### config.mk
export PLATFORM = sky130hd
export DESIGN_NAME = instruction_fetch_decode_flat
export DESIGN_NICKNAME = d
export VERILOG_FILES = /design/src/rtl/instruction_fetch_decode_if.sv /design/src/rtl/instruction_fetch_decode.sv /design/src/flat_wrapper.sv
export SDC_FILE = /design/constraint.sdc
export NUM_CORES = 1
export LEC_CHECK = 0
export BUFFER_PORTS_ARGS = -buffer_cell sky130_fd_sc_hd__buf_4
export CAP_MARGIN = 20
export CELL_PAD_IN_SITES_DETAIL_PLACEMENT = 0
export CELL_PAD_IN_SITES_GLOBAL_PLACEMENT = 2
export CORE_ASPECT_RATIO = 0.7
export CORE_MARGIN = 2
export CORE_UTILIZATION = 30
export CTS_BUF_LIST = sky130_fd_sc_hd__clkbuf_4 sky130_fd_sc_hd__clkbuf_8
export DETAILED_ROUTE_END_ITERATION = 7
export PLACE_DENSITY_LB_ADDON = 0.1
export SLEW_MARGIN = 20
export SYNTH_ARGS = -nofsm -noshare
export SYNTH_HDL_FRONTEND = slang
export SYNTH_SLANG_ARGS = --single-unit
export TNS_END_PERCENT = 50
### constraint.sdc
create_clock -name Clock -period 2.7 [get_ports Clock]
set_clock_uncertainty 0.2 [all_clocks]
set_input_delay 0.54 -clock Clock [delete_from_list [all_inputs] [get_ports Clock]]
set_output_delay 0.54 -clock Clock [all_outputs]
set_load 0.03 [all_outputs]
### src/rtl/instruction_fetch_decode_if.sv
// Execution-side bundle of the fetch/decode unit:
// issue outputs plus completion and write-back inputs.
interface instruction_fetch_decode_if #(
  parameter int OP_W   = 16,
  parameter int ADDR_W = 16,
  parameter int ROM_W  = 16,
  parameter int ROW_W  = 96
);
  logic              iExeBusy;
  logic              iALUOutputReady;
  logic              iBranchTaken;
  logic [ROM_W-1:0]  iJumpIp;
  logic              iRAMWriteEnable;
  logic [ADDR_W-1:0] iRAMWriteAddress;
  logic [ROW_W-1:0]  iRAMWriteData;
  logic              oDecodeDone;
  logic [OP_W-1:0]   oOperation;
  logic [ROW_W-1:0]  oSource0;
  logic [ROW_W-1:0]  oSource1;
  logic [ADDR_W-1:0] oDestination;
  logic              oCodeDone;

  modport master (
    input  iExeBusy, iALUOutputReady, iBranchTaken,
           iJumpIp, iRAMWriteEnable, iRAMWriteAddress,
           iRAMWriteData,
    output oDecodeDone, oOperation, oSource0,
           oSource1, oDestination, oCodeDone
  );

  modport slave (
    output iExeBusy, iALUOutputReady, iBranchTaken,
           iJumpIp, iRAMWriteEnable, iRAMWriteAddress,
           iRAMWriteData,
    input  oDecodeDone, oOperation, oSource0,
           oSource1, oDestination, oCodeDone
  );
endinterface

### src/rtl/instruction_fetch_decode.sv
// Fetch/decode front end: ROM fetch, field split, operand
// read with RAW forwarding, one-cycle issue pulse, squash.
module instruction_fetch_decode #(
  parameter int OP_W   = 16,
  parameter int ADDR_W = 16,
  parameter int ROM_W  = 16,
  parameter int ROW_W  = 96,
  parameter int INST_W = 64,
  parameter logic [OP_W-1:0] RETURN_OP = 16'd1,
  parameter logic [OP_W-1:0] NOP_OP    = 16'd0
) (
  input  logic              Clock,
  input  logic              Reset,
  input  logic              iEnable,
  input  logic [ROM_W-1:0]  iInitialIP,
  output logic [ROM_W-1:0]  oIP,
  input  logic [INST_W-1:0] iInstruction,
  output logic [ADDR_W-1:0] oRAMReadAddress0,
  output logic [ADDR_W-1:0] oRAMReadAddress1,
  input  logic [ROW_W-1:0]  iRAMData0,
  input  logic [ROW_W-1:0]  iRAMData1,
  instruction_fetch_decode_if.master exe
);
  localparam logic [2:0] S_IDLE    = 3'd0;
  localparam logic [2:0] S_FETCH   = 3'd1;
  localparam logic [2:0] S_DECODE  = 3'd2;
  localparam logic [2:0] S_OPERAND = 3'd3;
  localparam logic [2:0] S_ISSUE   = 3'd4;
  localparam logic [2:0] S_DRAIN   = 3'd5;
  localparam logic [2:0] S_HALT    = 3'd6;

  logic [2:0]        state;
  logic [ROM_W-1:0]  ip;
  logic [OP_W-1:0]   op_q;
  logic [ADDR_W-1:0] dest_q, src0_q, src1_q;
  logic              inflight;
  logic [ADDR_W-1:0] inflight_dest;
  logic [OP_W-1:0]   inflight_op;
  logic              haz0, haz1, fwd0, fwd1;
  logic [ROW_W-1:0]  fwd_data0, fwd_data1;
  logic [OP_W-1:0]   op_out;
  logic [ADDR_W-1:0] dest_out;
  logic [ROW_W-1:0]  src_out0, src_out1;
  logic              code_done;

  logic [OP_W-1:0]   in_op;
  logic [ADDR_W-1:0] in_dest, in_src0, in_src1;
  logic              done, wr_en, squash, issue;
  logic              pend0, pend1, fwd_now0, fwd_now1;
  logic              front;

  assign in_src0 = iInstruction[ADDR_W-1:0];
  assign in_src1 = iInstruction[2*ADDR_W-1:ADDR_W];
  assign in_dest = iInstruction[3*ADDR_W-1:2*ADDR_W];
  assign in_op   = iInstruction[3*ADDR_W+OP_W-1:3*ADDR_W];

  assign done  = exe.iALUOutputReady;
  assign wr_en = exe.iRAMWriteEnable;
  assign front = (state == S_FETCH) || (state == S_DECODE)
              || (state == S_OPERAND) || (state == S_ISSUE);
  assign squash = done && exe.iBranchTaken && front;

  assign pend0 = inflight && (in_src0 == inflight_dest)
              && (inflight_op != NOP_OP);
  assign pend1 = inflight && (in_src1 == inflight_dest)
              && (inflight_op != NOP_OP);

  assign fwd_now0 = done && haz0 && wr_en
                 && (exe.iRAMWriteAddress == src0_q);
  assign fwd_now1 = done && haz1 && wr_en
                 && (exe.iRAMWriteAddress == src1_q);

  assign issue = (state == S_ISSUE) && !exe.iExeBusy
              && !haz0 && !haz1 && !squash;

  assign oIP = ip;
  assign oRAMReadAddress0 = (state == S_DECODE) ? in_src0 : src0_q;
  assign oRAMReadAddress1 = (state == S_DECODE) ? in_src1 : src1_q;

  assign exe.oDecodeDone  = issue;
  assign exe.oOperation   = op_out;
  assign exe.oDestination = dest_out;
  assign exe.oSource0     = src_out0;
  assign exe.oSource1     = src_out1;
  assign exe.oCodeDone    = code_done;

  // Sequencer, hazard tracking, operand capture and forwarding
  always_ff @(posedge Clock or negedge Reset) begin
    if (!Reset) begin
      state         <= S_IDLE;
      ip            <= '0;
      op_q          <= '0;
      dest_q        <= '0;
      src0_q        <= '0;
      src1_q        <= '0;
      inflight      <= 1'b0;
      inflight_dest <= '0;
      inflight_op   <= '0;
      haz0          <= 1'b0;
      haz1          <= 1'b0;
      fwd0          <= 1'b0;
      fwd1          <= 1'b0;
      fwd_data0     <= '0;
      fwd_data1     <= '0;
      op_out        <= '0;
      dest_out      <= '0;
      src_out0      <= '0;
      src_out1      <= '0;
      code_done     <= 1'b0;
    end else begin
      if (done) begin
        inflight <= 1'b0;
        haz0     <= 1'b0;
        haz1     <= 1'b0;
      end
      unique case (state)
        S_IDLE: begin
          if (iEnable) begin
            ip    <= iInitialIP;
            state <= S_FETCH;
          end
        end
        S_FETCH: state <= S_DECODE;
        S_DECODE: begin
          op_q      <= in_op;
          dest_q    <= in_dest;
          src0_q    <= in_src0;
          src1_q    <= in_src1;
          haz0      <= pend0 && !done;
          haz1      <= pend1 && !done;
          fwd0      <= pend0 && done && wr_en
                    && (exe.iRAMWriteAddress == in_src0);
          fwd1      <= pend1 && done && wr_en
                    && (exe.iRAMWriteAddress == in_src1);
          fwd_data0 <= exe.iRAMWriteData;
          fwd_data1 <= exe.iRAMWriteData;
          state     <= S_OPERAND;
        end
        S_OPERAND: begin
          op_out   <= op_q;
          dest_out <= dest_q;
          src_out0 <= fwd_now0 ? exe.iRAMWriteData
                    : fwd0 ? fwd_data0 : iRAMData0;
          src_out1 <= fwd_now1 ? exe.iRAMWriteData
                    : fwd1 ? fwd_data1 : iRAMData1;
          state    <= S_ISSUE;
        end
        S_ISSUE: begin
          if (fwd_now0) src_out0 <= exe.iRAMWriteData;
          if (fwd_now1) src_out1 <= exe.iRAMWriteData;
          if (issue) begin
            inflight      <= 1'b1;
            inflight_dest <= dest_q;
            inflight_op   <= op_q;
            ip            <= ip + 1'b1;
            state <= (op_q == RETURN_OP) ? S_DRAIN : S_FETCH;
          end
        end
        S_DRAIN: begin
          if (done) begin
            code_done <= 1'b1;
            state     <= S_HALT;
          end
        end
        S_HALT: state <= S_HALT;
        default: state <= S_IDLE;
      endcase
      if (squash) begin
        ip    <= exe.iJumpIp;
        state <= S_FETCH;
      end
    end
  end
endmodule

### src/flat_wrapper.sv
// flat-port wrapper written by rule: the top's interface ports become plain ports
module instruction_fetch_decode_flat 
#(
  parameter int OP_W   = 16,
  parameter int ADDR_W = 16,
  parameter int ROM_W  = 16,
  parameter int ROW_W  = 96,
  parameter int INST_W = 64,
  parameter logic [OP_W-1:0] RETURN_OP = 16'd1,
  parameter logic [OP_W-1:0] NOP_OP    = 16'd0
)
  (Clock, Reset, iEnable, iInitialIP, oIP, iInstruction, oRAMReadAddress0, oRAMReadAddress1, iRAMData0, iRAMData1, exe_iExeBusy, exe_iALUOutputReady, exe_iBranchTaken, exe_iJumpIp, exe_iRAMWriteEnable, exe_iRAMWriteAddress, exe_iRAMWriteData, exe_oDecodeDone, exe_oOperation, exe_oSource0, exe_oSource1, exe_oDestination, exe_oCodeDone);
  instruction_fetch_decode_if #(.OP_W(OP_W), .ADDR_W(ADDR_W), .ROM_W(ROM_W), .ROW_W(ROW_W)) exe_i ();
  input  logic Clock;
  input  logic Reset;
  input  logic iEnable;
  input  logic [ROM_W-1:0] iInitialIP;
  output logic [ROM_W-1:0] oIP;
  input  logic [INST_W-1:0] iInstruction;
  output logic [ADDR_W-1:0] oRAMReadAddress0;
  output logic [ADDR_W-1:0] oRAMReadAddress1;
  input  logic [ROW_W-1:0] iRAMData0;
  input  logic [ROW_W-1:0] iRAMData1;
  input wire logic [$bits(exe_i.iExeBusy)-1:0] exe_iExeBusy;
  input wire logic [$bits(exe_i.iALUOutputReady)-1:0] exe_iALUOutputReady;
  input wire logic [$bits(exe_i.iBranchTaken)-1:0] exe_iBranchTaken;
  input wire logic [$bits(exe_i.iJumpIp)-1:0] exe_iJumpIp;
  input wire logic [$bits(exe_i.iRAMWriteEnable)-1:0] exe_iRAMWriteEnable;
  input wire logic [$bits(exe_i.iRAMWriteAddress)-1:0] exe_iRAMWriteAddress;
  input wire logic [$bits(exe_i.iRAMWriteData)-1:0] exe_iRAMWriteData;
  output wire logic [$bits(exe_i.oDecodeDone)-1:0] exe_oDecodeDone;
  output wire logic [$bits(exe_i.oOperation)-1:0] exe_oOperation;
  output wire logic [$bits(exe_i.oSource0)-1:0] exe_oSource0;
  output wire logic [$bits(exe_i.oSource1)-1:0] exe_oSource1;
  output wire logic [$bits(exe_i.oDestination)-1:0] exe_oDestination;
  output wire logic [$bits(exe_i.oCodeDone)-1:0] exe_oCodeDone;
  assign exe_i.iExeBusy = exe_iExeBusy;
  assign exe_i.iALUOutputReady = exe_iALUOutputReady;
  assign exe_i.iBranchTaken = exe_iBranchTaken;
  assign exe_i.iJumpIp = exe_iJumpIp;
  assign exe_i.iRAMWriteEnable = exe_iRAMWriteEnable;
  assign exe_i.iRAMWriteAddress = exe_iRAMWriteAddress;
  assign exe_i.iRAMWriteData = exe_iRAMWriteData;
  assign exe_oDecodeDone = exe_i.oDecodeDone;
  assign exe_oOperation = exe_i.oOperation;
  assign exe_oSource0 = exe_i.oSource0;
  assign exe_oSource1 = exe_i.oSource1;
  assign exe_oDestination = exe_i.oDestination;
  assign exe_oCodeDone = exe_i.oCodeDone;
  instruction_fetch_decode #(.OP_W(OP_W), .ADDR_W(ADDR_W), .ROM_W(ROM_W), .ROW_W(ROW_W), .INST_W(INST_W), .RETURN_OP(RETURN_OP), .NOP_OP(NOP_OP)) u_core (.Clock(Clock), .Reset(Reset), .iEnable(iEnable), .iInitialIP(iInitialIP), .oIP(oIP), .iInstruction(iInstruction), .oRAMReadAddress0(oRAMReadAddress0), .oRAMReadAddress1(oRAMReadAddress1), .iRAMData0(iRAMData0), .iRAMData1(iRAMData1), .exe(exe_i));
endmodule
=== Word level (Yosys, flattened, before mapping) ===
Cells that the tools add are included.

* Register bits: 441
* Bits of input ports: 407
* Output and inout port bits: 274
* Word-level logic and storage cells: 107

* $add $sub $neg: 1
* Equal/unequal tests: 18
* Mux-type cells: 26
* Reductions and logical operators: 43

{| class="wikitable"
|+ Operators by type and width
! cell !! count
|-
| $mux 96 || 6
|-
| $pmux 96 s2 || 2
|-
| $eq 16x16->1 || 6
|-
| $mux 16 || 5
|-
| $pmux 16 s2 || 1
|-
| $logic_and 1x1->1 || 24
|-
| $pmux 3 s7 || 1
|-
| $add 16x1->16 const B || 1
|-
| $eq 16x1->1 const B || 1
|-
| $reduce_bool 16->1 || 1
|-
| $mux 3 || 5
|-
| $eq 3x3->1 const B || 3
|-
| $ne 3x2->1 const B || 3
|-
| $reduce_and 2->1 || 4
|-
| $eq 3x2->1 const B || 2
|-
| $mux 1 || 6
|-
| $reduce_and 3->1 || 2
|-
| $logic_not 1->1 || 5
|-
| $ne 2x1->1 const B || 2
|-
| $reduce_bool 2->1 || 2
|-
| $eq 3x1->1 const B || 1
|-
| $logic_not 3->1 || 1
|-
| $logic_or 1x1->1 || 3
|-
| $reduce_bool 3->1 || 1
|}

=== Longest topological paths before layout ===
Gate-level depths: netlist of the first run.

* Depth in word-level cells: 10
* Mapped depth: 10
* Depth with buffers taken out: 6

=== Least setup slack after synthesis of the first run ===
OpenSTA, ideal clock, no wires.

* Kind: input-to-reg
* Start point: input port exe_iRAMWriteAddress[0]
* End point: register u_core.src_out0[55], in the netlist u_core.exe.oSource0[55]
* Library setup time: 0.123 ns
* Arrival: 2.437 ns
* Required time: 2.377 ns
* Path slack: -0.060 ns
* Stages on the path: 10
* Path buffers: 5
* Path through: clkbuf_1 xnor2_1 nand4_1 or4_1 buf_2 or3_1 buf_2 buf_6 buf_6 o221a_1

* Word-level cells in the longest chain between the ends: 4
* Elaborated cells on any way between the ends: 6
* Those cells by class: eq/ne (2); mux (2); reduce/logical (2)

{| class="wikitable"
|+ RTL lines
! what !! RTL line !! RTL
|-
| start: declaration || flat_wrapper.sv:29 || <nowiki>input wire logic [$bits(exe_i.iRAMWriteAddress)-1:0] exe_iRAMWriteAddress;</nowiki>
|-
| $eq 16x16->1 (*) || instruction_fetch_decode.sv:69 || <nowiki>&& (exe.iRAMWriteAddress == src0_q);</nowiki>
|-
| $logic_and 1x1->1 (*) || instruction_fetch_decode.sv:69 ||
|-
| $mux 96 or $ne 2x1->1 (tied branches) || n/a ||
|-
| $pmux 96 s2 or $reduce_and 2->1 (tied branches) || n/a ||
|-
| end signal: assignment || instruction_fetch_decode.sv:142 || <nowiki>src_out0 <= fwd_now0 ? exe.iRAMWriteData</nowiki>
|-
| end signal: assignment || instruction_fetch_decode.sv:149 || <nowiki>if (fwd_now0) src_out0 <= exe.iRAMWriteData;</nowiki>
|-
| end: declaration || instruction_fetch_decode.sv:43 || <nowiki>logic [ROW_W-1:0] src_out0, src_out1;</nowiki>
|}

Mark *: on every way between the ends. The rest lies on a longest branch, timed or not.
A chain may end at the register's enable or synchronous reset.

=== Worst setup path after layout of the first run ===
* Start point: register u_core.state[2]
* End point: output port oRAMReadAddress1[4]

* Word-level cells in the longest chain between the ends: 2

{| class="wikitable"
|+ RTL lines
! what !! RTL line !! RTL
|-
| start: declaration || instruction_fetch_decode.sv:32 || <nowiki>logic [2:0] state;</nowiki>
|-
| start signal: assignment || instruction_fetch_decode.sv:156 || <nowiki>state <= (op_q == RETURN_OP) ? S_DRAIN : S_FETCH;</nowiki>
|-
| $eq 3x2->1 || instruction_fetch_decode.sv:78 || <nowiki>assign oRAMReadAddress1 = (state == S_DECODE) ? in_src1 : src1_q;</nowiki>
|-
| $mux 16 || n/a ||
|-
| end: declaration || flat_wrapper.sv:21 || <nowiki>output logic [ADDR_W-1:0] oRAMReadAddress1;</nowiki>
|}

No other way between the ends.

==> flow_summary.ini, run 1 <==
[timing]
setup_ws_ns = -0.0678
setup_viol = 32
relSlewSlack_pct = 45.2
fin_crit_sh_pct = 103
hold_viol = 0
finalCriticalPeriod_ns = 2.77
tightestPinTransition_ns = 0.811
slew_viol_final = 0
rsz0062_at_grt = yes
fmax_ghz = 0.361

[status]
violations = setup timing
status = complete, but fails checks

[flow_run]
drv_cap = 0

[synthesis]
seq_area_frac_synth_pct = 49.7
synth_area_leaders = dfrtp_1 50%, nand2_1 11%, mux2i_1 4.6%
yosys.area.top_type = dfrtp_1
yosys.cell_types.count = 49
async_flop_share_pct = 100
synthCells = 2372
ys_ff_latch = 441
synth_most_common_cell = nand2_1
yosysWarnings = 0
ys.flop_type = dfrtp_1
yosysTopAreaCellShare_pct = 49.7
syn_nets = 2780
avgSynthCellArea_um2 = 9.36
syn_area_mm2 = 0.0222
yosys-top-cells-count = 644 x nand2_1, 441 x dfrtp_1, 176 x clkbuf_1
synth_edf_count = 0

[floorplanning]
num_rows = 83
die_y_um = 232
coreArea_mm2 = 0.0733
ios = 681
initial_core_util_pct = 30.3
die_area_mm2 = 0.0763
die_w_um = 329

[worst_setup_path]
path_class = reg -> out
startpoint_type = register
arrival_ns = 2.03
required_ns = 1.96
cp_slowest_stage_delay_ns = 0.46
slowest_stage = dfrtp_2
cp-end-kind = output pin
path_max_fanout = 7
crit_chain = nor3b_4, buf_6, clkbuf_16, nand2_2, nand2_2, buf_6

[layout]
utilization_pct = 46.4
layout.cells.non_filler = 4374
area_growth_pct = 53.3
design_area_mm2 = 0.0340
drive_gt1_share_pct = 32.2
final_nets = 3738

[global_route]
grt_pass1_wl_um = 151000
grt_use_total_pct = 26.3
gr-total-overflow = 0
grt_pass1_vias = 22813
antenna_found_initial = 20
grt_max_degree = 97

[route]
drt_iter0_drc = 1634
drc = 0
vias = 22551
ant_nets = 0
drt_wl_total_um = 103000
avgViaCountPerCell = 5.16
wl_per_cell_um = 23.6
drtPass1Iterations = 5

[clock_network]
insertion_delay_ns = 0.68
root_buffer = clkbuf_8
clock_path_buffers = 3
cts.sinks = 441
cts-buffers-inserted = 78
path_clk_slew_ns = 0.06
htree_levels = 3
cts_tree = yes

[place]
placed_cell_area_mm2 = 0.0288
numPortBuffers = 680
dpl.cell_count = 3905
place_ws_ns = -0.108
routabilityCongestion = 0.876
post-dp-hpwl_um = 69200

[power]
leakage_nw = 15.4
power.density_mw_per_mm2 = 1140
peakVddDrop_v = 0.000590

[hold_path]
hold_class = in -> reg
## kinds of logic after synthesis
group | synth area share, %
and+or+nand+nor | 19.1
muxes | 5.36
DFF | 49.7
adders and majority gates | 0.0563
AOI/OAI and AO/OA | 15.9
xor gates and xnor gates | 4.48
buffers and inverters | 5.48
## power by group
| part | leakage (nW) | internal, mW | switching, mW |
|---|---|---|---|
| clock network | 0.841 | 3.51 | 3.03 |
| logic | 9.39 | 7.96 | 11.7 |
| registers | 5.16 | 9.85 | 2.68 |
## registers in the layout (all words and copies together) (netlist names), 16 cells and up
register and flops:
u_core.exe.oOperation 16, u_core.inflight_op 16, u_core.dest_q 16, u_core.exe.oSource0 96
u_core.exe.oDestination 16, u_core.src1_q 16, u_core.exe.oSource1 96, u_core.src0_q 16
u_core.op_q 16, u_core.fwd_data0 96, u_core.oIP 16, u_core.inflight_dest 16
## routing by layer
layer	global-route usage (%)	up-vias	share of wire (%)
li1	-	10279	-
met1	34.0	11188	42
met2	41.4	870	46
met3	7.35	196	7.6
met4	10.5	18	3.8
met5	0	-	0.11
## area by class of cell
| cell class | count | area [um^2] |
|---|---|---|
| Multi-Input combinational cell | 1629 | 10300 |
| Sequential cell | 441 | 11000 |
| Tap cell | 977 | 1220 |
| Clock buffer | 115 | 1440 |
| Inverter | 100 | 377 |
| Clock inverter | 20 | 139 |
| Antenna cell | 12 | 30.0 |
| Timing Repair Buffer | 1080 | 9500 |
| Fill cell | 7166 | 39300 |
## placed cells by master (no fill, tap or decap), types with 15 or more instances in the layout
| cell type | count |
|---|---|
| buf_4 | 722 |
| nand2_1 | 595 |
| dfrtp_1 | 436 |
| dlygate4sd3_1 | 280 |
| nor4_1 | 107 |
| o21ai_0 | 106 |
| mux2i_1 | 101 |
| inv_1 | 99 |
| a211oi_1 | 99 |
| nor2b_1 | 97 |
| a221oi_1 | 96 |
| clkbuf_8 | 92 |
| xnor2_1 | 89 |
| o221a_2 | 58 |
| nand2_2 | 41 |
| o221a_1 | 40 |
| buf_6 | 36 |
| buf_12 | 36 |
| nor2_1 | 29 |
| nand4_1 | 28 |
| clkbuf_4 | 23 |
| xor2_1 | 21 |
| a21oi_1 | 18 |
| mux2_2 | 16 |
| clkinv_2 | 15 |
## critical path, delay by kind of cell, from the launching register on
kind	cells	cell delay, ns
buf+inv	3	0.51
flops	1	0.46
simple gates	3	0.36
## metrics by stage
step	TNS (ns)	hold slack [ns]	total power [mW]
floorplan	-1.20	0.0444	22.4
global placement	-5.48	0.259	30.4
detailed placement	-5.93	0.261	30.7
CTS	-4.06	0.00221	38.5
global route	-4.59	0.0504	40.9
finish	-1.37	0.0901	38.7
## worst paths after layout
check                                          start                       end  slack (ns)  cells after the start
worst max-delay path                 u_core.state[2]       oRAMReadAddress1[4]       -0.07                      6
worst min-delay path                    iRAMData1[7]    u_core.exe.oSource1[7]        0.09                      3
worst max register to register      u_core.src0_q[4]   u_core.exe.oSource0[43]        0.11                      6
worst min register to register  u_core.exe.oCodeDone      u_core.exe.oCodeDone        0.27                      1
max in group asynchronous                      Reset    u_core.exe.oSource1[3]        1.23                      3
min in group asynchronous                      Reset  u_core.exe.oOperation[7]        0.16                      2
## repair_timing
| action | 4_1_cts | 5_1_grt |
|---|---|---|
| setup buffers | 10 | 24 |
| endpoints found under the setup margin | 33 | 47 |
| gates resized for setup | 75 | 31 |
| hold buffers | 280 | 0 |
| hold endpoints to repair | 728 | 0 |
| pin swaps | 3 | 16 |
| gates cloned | 4 | 4 |
No activity file was read; power rests on OpenSTA's default activity.
==> inputs of run 2 (changes only) <==
- CORE_UTILIZATION: 30 -> 32
==> flow_summary.ini, run 2 (same netlist as run 1, synthesis figures left out) <==
[place]
numPortBuffers = 680
routabilityCongestion = 0.867
place_ws_ns = -0.0398
placed_cell_area_mm2 = 0.0291
post-dp-hpwl_um = 70800
dpl.cell_count = 3861

[clock_network]
insertion_delay_ns = 0.67
cts_tree = yes
htree_levels = 3
cts-buffers-inserted = 77
root_buffer = clkbuf_8
clock_path_buffers = 3
cts.sinks = 441
path_clk_slew_ns = 0.06

[global_route]
grt_max_degree = 117
grt_pass1_wl_um = 153000
grt_use_total_pct = 28.1
gr-total-overflow = 0
grt_pass1_vias = 23249
antenna_found_initial = 13

[layout]
area_growth_pct = 54.3
layout.cells.non_filler = 4307
num-fill-cells = 6389
drive_gt1_share_pct = 33.4
utilization_pct = 50.1
final_nets = 3748
final_common_cell = buf_4
design_area_mm2 = 0.0343
layout_common_cells = 736 x buf_4, 576 x nand2_1, 436 x dfrtp_1

[floorplanning]
coreArea_mm2 = 0.0684
die_area_mm2 = 0.0716
ios = 681
num_rows = 80
die_y_um = 224
initial_core_util_pct = 32.5
die_w_um = 319

[route]
ant_nets = 0
drc = 0
vias = 22866
drtPass1Iterations = 7
drt_iter0_drc = 1914
wl_per_cell_um = 24.1
drt_wl_total_um = 104000
avgViaCountPerCell = 5.31

[power]
total_power_mw = 39.0
leakage_nw = 15.5
peakVddDrop_v = 0.000644
power.density_mw_per_mm2 = 1140

[timing]
tightestPinTransition_ns = 0.722
setup_viol = 29
finalCriticalPeriod_ns = 2.76
relSlewSlack_pct = 51.9
whs_ns = 0.0732
tns_ns = -1.01
hold_viol = 0
rsz0062_at_grt = yes
setup_ws_ns = -0.0586
fin_crit_sh_pct = 102
fmax_ghz = 0.362
slew_viol_final = 0

[hold_path]
hold_class = in -> reg

[worst_setup_path]
path_class = reg -> out
path_max_fanout = 6
required_ns = 1.96
startpoint_type = register
cp-end-kind = output pin
arrival_ns = 2.02

[status]
status = complete, but fails checks
violations = setup timing

[flow_run]
drv_cap = 0
run 2: cell types whose count changed in the layout (fill, tap and decap cells not counted), moves of 9 or more:
cell | previous run | this run
dlygate4sd3_1 | 280 | 266
nand2_2 | 41 | 57
buf_4 | 722 | 736
clkinv_2 | 15 | 6
nand2_1 | 595 | 576
clkbuf_8 | 92 | 102
run 2: timing repair:
action	4_1_cts	5_1_grt
gates resized for setup	60	72
buffers inserted	11	15
cloned	6	4
hold endpoints to repair	516	0
setup endpoints to repair	33	41
hold buffers	266	0
pin swaps	4	29
run 2: final timing paths:
check	from	to	slack, ns	cells past startpoint
max	u_core.state[0]	oRAMReadAddress0[13]	-0.06	6
min	iRAMData1[61]	u_core.exe.oSource1[61]	0.07	3
max reg2reg	u_core.src1_q[11]	u_core.exe.oSource1[18]	0.09	7
min reg2reg	u_core.exe.oCodeDone	u_core.exe.oCodeDone	0.27	1
max in group asynchronous	Reset	u_core.exe.oSource0[78]	1.23	4
min in group asynchronous	Reset	u_core.exe.oOperation[11]	0.18	2
run 2: final cells by class:
| class | count | area [um^2] | share of cell area, % |
|---|---|---|---|
| diodes | 6 | 15.0 | 0.0438 |
| well taps | 902 | 1130 | 3.29 |
| flip-flops and latches | 441 | 11000 | 32.2 |
| inverters | 100 | 380 | 1.11 |
| clock inverters | 12 | 98.8 | 0.288 |
| clock buffers | 126 | 1580 | 4.62 |
| multi-input cells | 1631 | 10400 | 30.3 |
| repair buffers | 1089 | 9640 | 28.1 |
run 2: critical path: stages (launching register included):
cell	delay [ns]
dfrtp_2	0.44
nor3b_4	0.25
buf_6	0.20
clkbuf_16	0.18
nand2_1	0.07
nand2_2	0.08
buf_6	0.13
run 2: where the power goes:
part	internal (mW)	switching (mW)	total, mW
Combinational	7.92	11.6	19.5
Sequential	9.85	2.89	12.7
Clock	3.80	3.01	6.81
Total	21.6	17.5	39.0
run 2: routing by layer:
metal / part of all wire (%) / global-route usage (%)
met5: 0.069 / 0
met4: 3.5 / 9.98
met3: 7.0 / 6.13
met2: 46 / 45.0
met1: 43 / 37.6
